--- src/rtl/countdown_timer.sv ---
// countdown_timer: MM:SS BCD countdown timer with load / start / pause control.
//
// Ports
//   clk                  system clock, rising-edge active
//   reset                asynchronous active-high reset
//   tick                 one-cycle pulse per second, decrement enable
//   load                 one-cycle pulse, load preset digits (validated)
//   load_min_tens..      BCD preset digits
//   start                begin or resume counting
//   pause                suspend counting
//   min_tens..sec_ones   registered remaining time, BCD
//   sec_borrow           pulse when seconds wrap 00->59
//   running              high while counting
//   expired              high while the timer sits at 00:00 after counting down
//   alarm                pulse on reaching 00:00
//   load_err             pulse when a load is rejected
module countdown_timer #(
   parameter int unsigned MIN_MAX = 59
) (
   input  logic       clk,
   input  logic       reset,
   input  logic       tick,
   input  logic       load,
   input  logic [3:0] load_min_tens,
   input  logic [3:0] load_min_ones,
   input  logic [3:0] load_sec_tens,
   input  logic [3:0] load_sec_ones,
   input  logic       start,
   input  logic       pause,
   output logic [3:0] min_tens,
   output logic [3:0] min_ones,
   output logic [3:0] sec_tens,
   output logic [3:0] sec_ones,
   output logic       sec_borrow,
   output logic       running,
   output logic       expired,
   output logic       alarm,
   output logic       load_err
);

   localparam int unsigned DW = 4;
   localparam int unsigned MW = 8;

   typedef enum logic [1:0] {
      S_IDLE    = 2'd0,
      S_RUN     = 2'd1,
      S_PAUSED  = 2'd2,
      S_EXPIRED = 2'd3
   } state_t;

   state_t        state_q, state_d;
   logic [DW-1:0] min_tens_q, min_tens_d;
   logic [DW-1:0] min_ones_q, min_ones_d;
   logic [DW-1:0] sec_tens_q, sec_tens_d;
   logic [DW-1:0] sec_ones_q, sec_ones_d;
   logic          sec_borrow_q, sec_borrow_d;
   logic          running_q, running_d;
   logic          expired_q, expired_d;
   logic          alarm_q, alarm_d;
   logic          load_err_q, load_err_d;

   logic [MW-1:0] load_min_val;
   logic          load_ok;
   logic          time_zero;
   logic          last_second;

   // Preset validation: minutes value is range-checked as a binary number.
   always_comb begin
      load_min_val = MW'(load_min_tens) * MW'(10) + MW'(load_min_ones);
      load_ok      = (load_sec_tens <= DW'(5)) && (load_sec_ones <= DW'(9)) &&
                     (load_min_ones <= DW'(9)) && (32'(load_min_val) <= MIN_MAX);
   end

   always_comb begin
      time_zero   = (min_tens_q == '0) && (min_ones_q == '0) &&
                    (sec_tens_q == '0) && (sec_ones_q == '0);
      // 00:01 is the only time from which a decrement lands on 00:00.
      last_second = (min_tens_q == '0) && (min_ones_q == '0) &&
                    (sec_tens_q == '0) && (sec_ones_q == DW'(1));
   end

   // Next-state and next-output logic; priority load > pause > start > tick.
   always_comb begin
      state_d      = state_q;
      min_tens_d   = min_tens_q;
      min_ones_d   = min_ones_q;
      sec_tens_d   = sec_tens_q;
      sec_ones_d   = sec_ones_q;
      sec_borrow_d = 1'b0;
      alarm_d      = 1'b0;
      load_err_d   = 1'b0;

      if (load) begin
         if (load_ok) begin
            min_tens_d = load_min_tens;
            min_ones_d = load_min_ones;
            sec_tens_d = load_sec_tens;
            sec_ones_d = load_sec_ones;
            state_d    = S_IDLE;
         end else begin
            load_err_d = 1'b1;
         end
      end else if (pause) begin
         if (state_q == S_RUN) begin
            state_d = S_PAUSED;
         end
      end else if (start) begin
         if (((state_q == S_IDLE) || (state_q == S_PAUSED)) && !time_zero) begin
            state_d = S_RUN;
         end
      end else if (tick && (state_q == S_RUN)) begin
         if (sec_ones_q != '0) begin
            sec_ones_d = sec_ones_q - DW'(1);
         end else if (sec_tens_q != '0) begin
            sec_ones_d = DW'(9);
            sec_tens_d = sec_tens_q - DW'(1);
         end else begin
            // Seconds wrap 00->59 and borrow one minute; RUN never holds 00:00.
            sec_ones_d   = DW'(9);
            sec_tens_d   = DW'(5);
            sec_borrow_d = 1'b1;
            if (min_ones_q != '0) begin
               min_ones_d = min_ones_q - DW'(1);
            end else begin
               min_ones_d = DW'(9);
               min_tens_d = min_tens_q - DW'(1);
            end
         end
         if (last_second) begin
            state_d = S_EXPIRED;
            alarm_d = 1'b1;
         end
      end

      running_d = (state_d == S_RUN);
      expired_d = (state_d == S_EXPIRED);
   end

   // State, digit and status registers.
   always_ff @(posedge clk or posedge reset) begin
      if (reset) begin
         state_q      <= S_IDLE;
         min_tens_q   <= '0;
         min_ones_q   <= '0;
         sec_tens_q   <= '0;
         sec_ones_q   <= '0;
         sec_borrow_q <= 1'b0;
         running_q    <= 1'b0;
         expired_q    <= 1'b0;
         alarm_q      <= 1'b0;
         load_err_q   <= 1'b0;
      end else begin
         state_q      <= state_d;
         min_tens_q   <= min_tens_d;
         min_ones_q   <= min_ones_d;
         sec_tens_q   <= sec_tens_d;
         sec_ones_q   <= sec_ones_d;
         sec_borrow_q <= sec_borrow_d;
         running_q    <= running_d;
         expired_q    <= expired_d;
         alarm_q      <= alarm_d;
         load_err_q   <= load_err_d;
      end
   end

   assign min_tens   = min_tens_q;
   assign min_ones   = min_ones_q;
   assign sec_tens   = sec_tens_q;
   assign sec_ones   = sec_ones_q;
   assign sec_borrow = sec_borrow_q;
   assign running    = running_q;
   assign expired    = expired_q;
   assign alarm      = alarm_q;
   assign load_err   = load_err_q;

endmodule

--- config.mk ---
export PLATFORM = sky130hd
export DESIGN_NAME = countdown_timer
export DESIGN_NICKNAME = d
export VERILOG_FILES = /design/src/rtl/countdown_timer.sv
export SDC_FILE = /design/constraint.sdc
export NUM_CORES = 1
export LEC_CHECK = 0
export CORE_MARGIN = 1.5
export CORE_UTILIZATION = 25
export CTS_BUF_LIST = sky130_fd_sc_hd__clkbuf_4 sky130_fd_sc_hd__clkbuf_8
export DETAILED_ROUTE_END_ITERATION = 7
export RECOVER_POWER = 50
export SLEW_MARGIN = 20
export SYNTH_ARGS = -nofsm -noshare
export SYNTH_HDL_FRONTEND = slang
export SYNTH_SLANG_ARGS = --single-unit
--- constraint.sdc ---
create_clock -name clk -period 2.65 [get_ports clk]
set_input_delay 0.265 -clock clk [delete_from_list [all_inputs] [get_ports clk]]
set_output_delay 0.265 -clock clk [all_outputs]
set_load 0.03 [all_outputs]
==> flow_summary.json, run 1 <==
{
  "vias": 1747,
  "die_h_um": 86.4,
  "postRouteAntennaNets": 0,
  "final.min_clock_period_ns": 2.58,
  "status": "finished clean",
  "synth_area_um2": 1740,
  "root_buffer": "clkbuf_8",
  "drtPass1Iterations": 4,
  "endpoint": "min_tens[1]$_DFFE_PP0P_",
  "rr_endpoint": "min_tens[3]$_DFFE_PP0P_",
  "overflow": 0,
  "timing.fmax_mhz": 388,
  "dpl_worst_slack_ns": -0.592,
  "io_buffer_count": 42,
  "synth.distinct_cells": 58,
  "netlist.area_leader.share_pct": 33.1,
  "place.gp.congestion": 0.797,
  "hold_path.startpoint": "load_min_tens[3]",
  "die_area_um2": 7460,
  "reg2reg_depth": 7,
  "met3_usage_pct": 2.00,
  "layout.nets": 295,
  "critical_path_depth": 11,
  "peakVddDrop_mv": 0.160,
  "initial_core_util_pct": 25.7,
  "yosysMostFrequentCell": "dfrtp_1",
  "reg2reg_setup_slack_ns": 0.47,
  "synthCells": 190,
  "met2_usage_pct": 23.7,
  "worst_slew_pin_slew_ns": 0.905,
  "crit_slowest_cell": "clkdlybuf4s50_1",
  "power.density_nw_per_um2": 636,
  "post-dp-hpwl_um": 3620,
  "synth.avg_cell_area_um2": 9.15,
  "relSlewSlack_pct": 39.6,
  "syn_to_final_growth_pct": 46.9,
  "first_global_vias": 1792,
  "endpoint_kind": "flip-flop",
  "cts_tree": "yes",
  "crit_arrival_ns": 2.74,
  "wire_per_inst_um": 14.8,
  "required_ns": 2.81,
  "antenna_cells": 0,
  "ys.flop_type": "dfrtp_1",
  "critPathLaunchType": "primary input",
  "cts.sinks": 23,
  "path_cells": "clkdlybuf4s50_1, ha_1, inv_1, fa_1, xor2_1, o32ai_2, o2111ai_4, nand4_4, buf_6, a21oi_2, o22a_2",
  "reg2reg_from": "sec_ones[0]$_DFFE_PP0P_",
  "maxCapViolCount": 0,
  "finalClockSkew_ns": 0.00294,
  "p_leak_nw": 1.08,
  "clockBufferDepth": 2,
  "yosysWarnings": 0,
  "placementRows": 30,
  "synth_edf_count": 0,
  "core_um2": 6760,
  "synth_area_leaders": "dfrtp_1 (33%), ha_1 (8.6%), inv_1 (3.9%)",
  "drt_first_iter_violations": 102,
  "holdBufCountCts": 0,
  "antenna_found_initial": 0,
  "clkLatencyLatePin_ns": 0.26,
  "final_hold_viol_count": 0,
  "crit_start": "load_min_ones[1]",
  "vias_per_cell": 5.17,
  "clkSlewWorstSetupHoldPaths_ns": 0.08,
  "wl_um": 4990,
  "critPathTopFamily": "compound AO/OA/AOI/OAI gates",
  "die_w_um": 86.4,
  "crit_path_max_fanout": 5,
  "io_pins": 43,
  "grt_max_degree": 24,
  "syn_nets": 226,
  "yosys.area.top_type": "dfrtp_1",
  "layout-drive-gt1-share_pct": 23.3,
  "cts_buffers": 3,
  "busiest_layer": "met2",
  "drc": 0,
  "hold_ws_ns": 0.444,
  "setup_viol": 0,
  "max_stage_delay_ns": 0.49,
  "ys_seq_area_share_pct": 33.1,
  "h-tree-depth": 1,
  "critPathKind": "primary input to flip-flop",
  "grt_use_met1_pct": 18.1,
  "report.final.slew_viol_count": 0,
  "min_path_type": "primary input to flip-flop",
  "timing.final.ws_setup_ns": 0.0727,
  "ys_ff_latch": 23,
  "cp_num_buf_inv": 3,
  "ys_top_cells_by_count": "dfrtp_1 (23), inv_1 (18), nor2_1 (16)",
  "async_reset_ff_share_pct": 100,
  "fin_crit_sh_pct": 97.3,
  "grtUsageTotal_pct": 13.9,
  "grt_pass1_wl_um": 8360
}
==> how the worst min path moves through the flow <==
stage,end,slack (ns),depth (start not counted)
after floorplan,alarm$_DFF_PP0_,0.27,1
after global placement,min_tens[1]$_DFFE_PP0P_,0.56,1
after detailed placement,min_tens[1]$_DFFE_PP0P_,0.57,1
after CTS,sec_ones[2]$_DFFE_PP0P_,0.53,2
after global routing,min_tens[3]$_DFFE_PP0P_,0.45,3
final,min_tens[3]$_DFFE_PP0P_,0.44,3
==> through the flow <==
step                      total power, mW  cell area (um^2)  std cells  util [%]  TNS, ns
after floorplan                      1.06              1740        190         -        0
after global placement               1.38              2380        327      35.2    -9.30
after detailed placement             1.40              2380        327      35.2   -10.94
after CTS                            1.64              2520        337      37.3        0
after global routing                 1.75              2550        338      37.8  -0.0300
final                                1.62              2550        338      37.8        0
==> sequential cells by signal, summed over array words and instances, names as in the netlist <==
register    cells
min_ones        4
min_tens        4
sec_ones        4
sec_tens        4
state_q         2
alarm           1
expired         1
load_err        1
running         1
sec_borrow      1
==> tightest hold or removal path: stages <==
cell and delay [ns]:
clkbuf_2 0.09, buf_4 0.13, o221a_2 0.18
==> cell usage in the layout, fill, tap and decap left out, types with 3 or more instances in the layout <==
master and count:
nor2_1 16, nand4_1 3, clkdlybuf4s50_1 27, nand2_1 6, dlygate4sd3_1 11, a21oi_1 11
nor3_1 11, clkbuf_8 3, nand3_1 7, ha_1 10, buf_4 25, o21ai_0 11
a21o_1 3, inv_1 17, a22oi_1 3, dfrtp_1 23
==> final cells by class <==
| cell class | instances | area (um^2) |
|---|---|---|
| Clock inverter | 1 | 5.00 |
| Timing Repair Buffer | 68 | 608 |
| Inverter | 18 | 67.6 |
| Multi-Input combinational cell | 145 | 1150 |
| Fill cell | 694 | 4200 |
| Sequential cell | 23 | 576 |
| Clock buffer | 3 | 41.3 |
| Tap cell | 80 | 100 |
==> kinds of logic after synthesis <==
| group | count (synthesis) | share of synthesized area (%) |
|---|---|---|
| xor+xnor | 2 | 1.01 |
| buf+inv | 23 | 5.69 |
| compound gates | 60 | 26.6 |
| simple gates | 66 | 21.5 |
| mux | 2 | 1.15 |
| flops | 23 | 33.1 |
| fa+ha+maj | 14 | 10.9 |
==> routing by layer <==
| layer | vias up | wire [um] |
|---|---|---|
| met5 | - | 0 |
| met4 | 0 | 70 |
| met3 | 7 | 175 |
| met2 | 40 | 2420 |
| met1 | 844 | 2330 |
| li1 | 856 | - |
==> where the power goes <==
part           leakage, nW  switching [mW]  internal [mW]
registers            0.278           0.119          0.443
clock network       0.0255           0.115          0.105
logic                0.774           0.471          0.369
==> what timing repair did <==
item / CTS / global route
buffers inserted: 5 / 1
cloned: 1 / 0
setup endpoints to repair: 21 / 19
pin swaps: 13 / 9
gates resized for setup: 17 / 10
(Power assumes the default switching activity.)
==> run 2: changes to the inputs <==
--- a/config.mk
+++ b/config.mk
@@ -9,6 +9,7 @@
 export CORE_UTILIZATION = 25
 export CTS_BUF_LIST = sky130_fd_sc_hd__clkbuf_4 sky130_fd_sc_hd__clkbuf_8
 export DETAILED_ROUTE_END_ITERATION = 7
+export GPL_TIMING_DRIVEN = 0
 export RECOVER_POWER = 50
 export SLEW_MARGIN = 20
 export SYNTH_ARGS = -nofsm -noshare
==> run 2 against run 1 <==
Against the previous run: combinational power barely moved; sequential share of layout area rose by 0.51 points; fmax barely moved; total power barely moved; clock skew rose by 0.014 ns; largest cell class unchanged; largest power group unchanged; highest routed layer unchanged.
==> flow_summary.json, run 2 (synthesis gave the netlist of run 1 again) <==
{
  "max_stage_delay_ns": 0.47,
  "h-tree-depth": 1,
  "reg2reg_depth": 8,
  "worst_slew_pin_slew_ns": 0.920,
  "crit_slowest_cell": "fa_1",
  "peakVddDrop_mv": 0.162,
  "maxCapViolCount": 0,
  "timing.fmax_mhz": 388,
  "drt_first_iter_violations": 73,
  "finalNonFillerCells": 322,
  "finalClockSkew_ns": 0.0165,
  "io_pins": 43,
  "p_total_mw": 1.62,
  "core_um2": 6760,
  "cp_num_buf_inv": 3,
  "cts.sinks": 23,
  "clockBufferDepth": 2,
  "seq_area_um2": 576,
  "die_h_um": 86.4,
  "critPathLaunchType": "primary input",
  "vias": 1646,
  "initial_core_util_pct": 25.7,
  "drc": 0,
  "post-dp-hpwl_um": 3590,
  "crit_arrival_ns": 2.75,
  "fin_crit_sh_pct": 97.3,
  "postRouteAntennaNets": 0,
  "required_ns": 2.82,
  "multiInputGateArea_um2": 1190,
  "final_common_cell": "clkdlybuf4s50_1",
  "cts_tree": "yes",
  "worstHoldEndpoint": "min_tens[3]$_DFFE_PP0P_",
  "status": "finished clean",
  "post-route-util_pct": 36.9,
  "die_area_um2": 7460,
  "grtUsageTotal_pct": 13.7,
  "rsz0062_at_grt": "true",
  "reg2reg_setup_slack_ns": 0.40,
  "report.final.slew_viol_count": 0,
  "final.min_clock_period_ns": 2.58,
  "final_cell_mix": "clkdlybuf4s50_1 (26), dfrtp_1 (23), inv_1 (18), nor2_1 (16), a21oi_1 (12)",
  "first_global_vias": 1642,
  "rr_endpoint": "min_tens[3]$_DFFE_PP0P_",
  "antenna_cells": 0,
  "reg2reg_from": "sec_tens[0]$_DFFE_PP0P_",
  "die_w_um": 86.4,
  "hold_path.startpoint": "load_min_tens[3]",
  "drtPass1Iterations": 4,
  "final_hold_viol_count": 0,
  "dp_cells": 311,
  "clkSlewWorstSetupHoldPaths_ns": 0.10,
  "power.density_nw_per_um2": 650,
  "min_path_type": "primary input to flip-flop",
  "endpoint_kind": "flip-flop",
  "place.gp.congestion": 0.803,
  "overflow": 0,
  "final_cell_area_um2": 2500,
  "wire_per_inst_um": 15.6,
  "critPathTopFamily": "compound AO/OA/AOI/OAI gates",
  "cts_buffers": 3,
  "wl_um": 5010,
  "grt_max_degree": 24,
  "placed_cell_area_um2": 2250,
  "hold_ws_ns": 0.312,
  "setup_viol": 0,
  "cp_common_cell": "ha_4",
  "relSlewSlack_pct": 38.6,
  "clkLatencyLatePin_ns": 0.28,
  "syn_to_final_growth_pct": 43.6,
  "grt_pass1_wl_um": 8020,
  "root_buffer": "clkbuf_8",
  "path_cells": "buf_2, ha_4, ha_4, inv_1, fa_1, a21boi_2, o32ai_2, o2111ai_2, nand4_4, buf_8, a21oi_1, o2bb2a_2",
  "nFillCells": 708,
  "critPathKind": "primary input to flip-flop",
  "vias_per_cell": 5.11,
  "crit_path_max_fanout": 5,
  "layout.nets": 279,
  "layout-drive-gt1-share_pct": 19.0,
  "placementRows": 30,
  "antenna_found_initial": 0,
  "p_leak_nw": 1.04,
  "holdPathStages": 2,
  "io_buffer_count": 41
}
[run 2: cell count changes in the layout (fill, tap and decap cells not counted), sizes merged]
cell / delta
dlygate4sd3: -2
clkdlybuf4s50: -1
dlymetal6s2s: +2
clkdlybuf4s15: -1
nand4: -1
dlygate4sd2: -1
clkbuf: +2
buf: -14
[run 2: report_power, final]
group          switching (mW)  leakage (nW)  internal (mW)
registers               0.115         0.278          0.443
logic                   0.467         0.735          0.369
clock network           0.123        0.0255          0.105
[run 2: worst reg2reg max path, stage by stage (launching register included)]
cell and delay, ns:
dfrtp_1 0.41, inv_1 0.11, ha_1 0.19, nor3b_2 0.49, nand2_1 0.17, nor2_1 0.27, a21oi_1 0.10, o21ai_0 0.24
o221a_4 0.21
[run 2: metal layers]
| layer | share of wire [%] | wire [um] | global-route usage, % | vias to the layer above |
|---|---|---|---|---|
| met3 | 3.6 | 181 | 1.71 | 5 |
| met5 | 0 | 0 | 0 | - |
| met1 | 44 | 2210 | 17.7 | 786 |
| met2 | 51 | 2560 | 23.7 | 38 |
| met4 | 1.3 | 63 | 4.11 | 0 |
| li1 | - | - | - | 817 |
[run 2: final cells by class]
type	instances	area share, %
flip-flops and latches	23	23.1
multi-input cells	144	47.8
plain buffers	5	1.40
inverters	18	2.71
clock buffers	3	1.65
repair buffers	48	19.1
well taps	80	4.01
clock inverters	1	0.201
[run 2: worst max-delay path by stage]
stage,from,endpoint,slack [ns],depth (start not counted)
6_report,load_min_tens[1],sec_tens[2]$_DFFE_PP0P_,0.07,12
3_3_place_gp,load_min_tens[3],sec_tens[3]$_DFFE_PP0P_,-0.72,11
2_1_floorplan,load_min_tens[1],sec_tens[2]$_DFFE_PP0P_,0.11,11
4_1_cts,load_min_ones[1],min_ones[3]$_DFFE_PP0P_,0.002,11
3_5_place_dp,load_min_tens[3],sec_tens[3]$_DFFE_PP0P_,-0.79,11
5_1_grt,load_min_tens[1],sec_ones[2]$_DFFE_PP0P_,-0.02,13
[run 2: what timing repair did]
action | CTS | global route
hold buffers | 0 | 0
buffers inserted | 3 | 3
gates cloned | 1 | 0
pin swaps | 8 | 13
endpoints found under the setup margin | 21 | 15
gates resized for setup | 22 | 23
[run 2: per-stage QoR]
step / TNS, ns / worst slack [ns]
finish: 0 / 0.0725
global route: -0.0199 / -0.0151
CTS: 0 / 0.00218
detailed placement: -13.38 / -0.789
global placement: -12.19 / -0.716
floorplan: 0 / 0.111
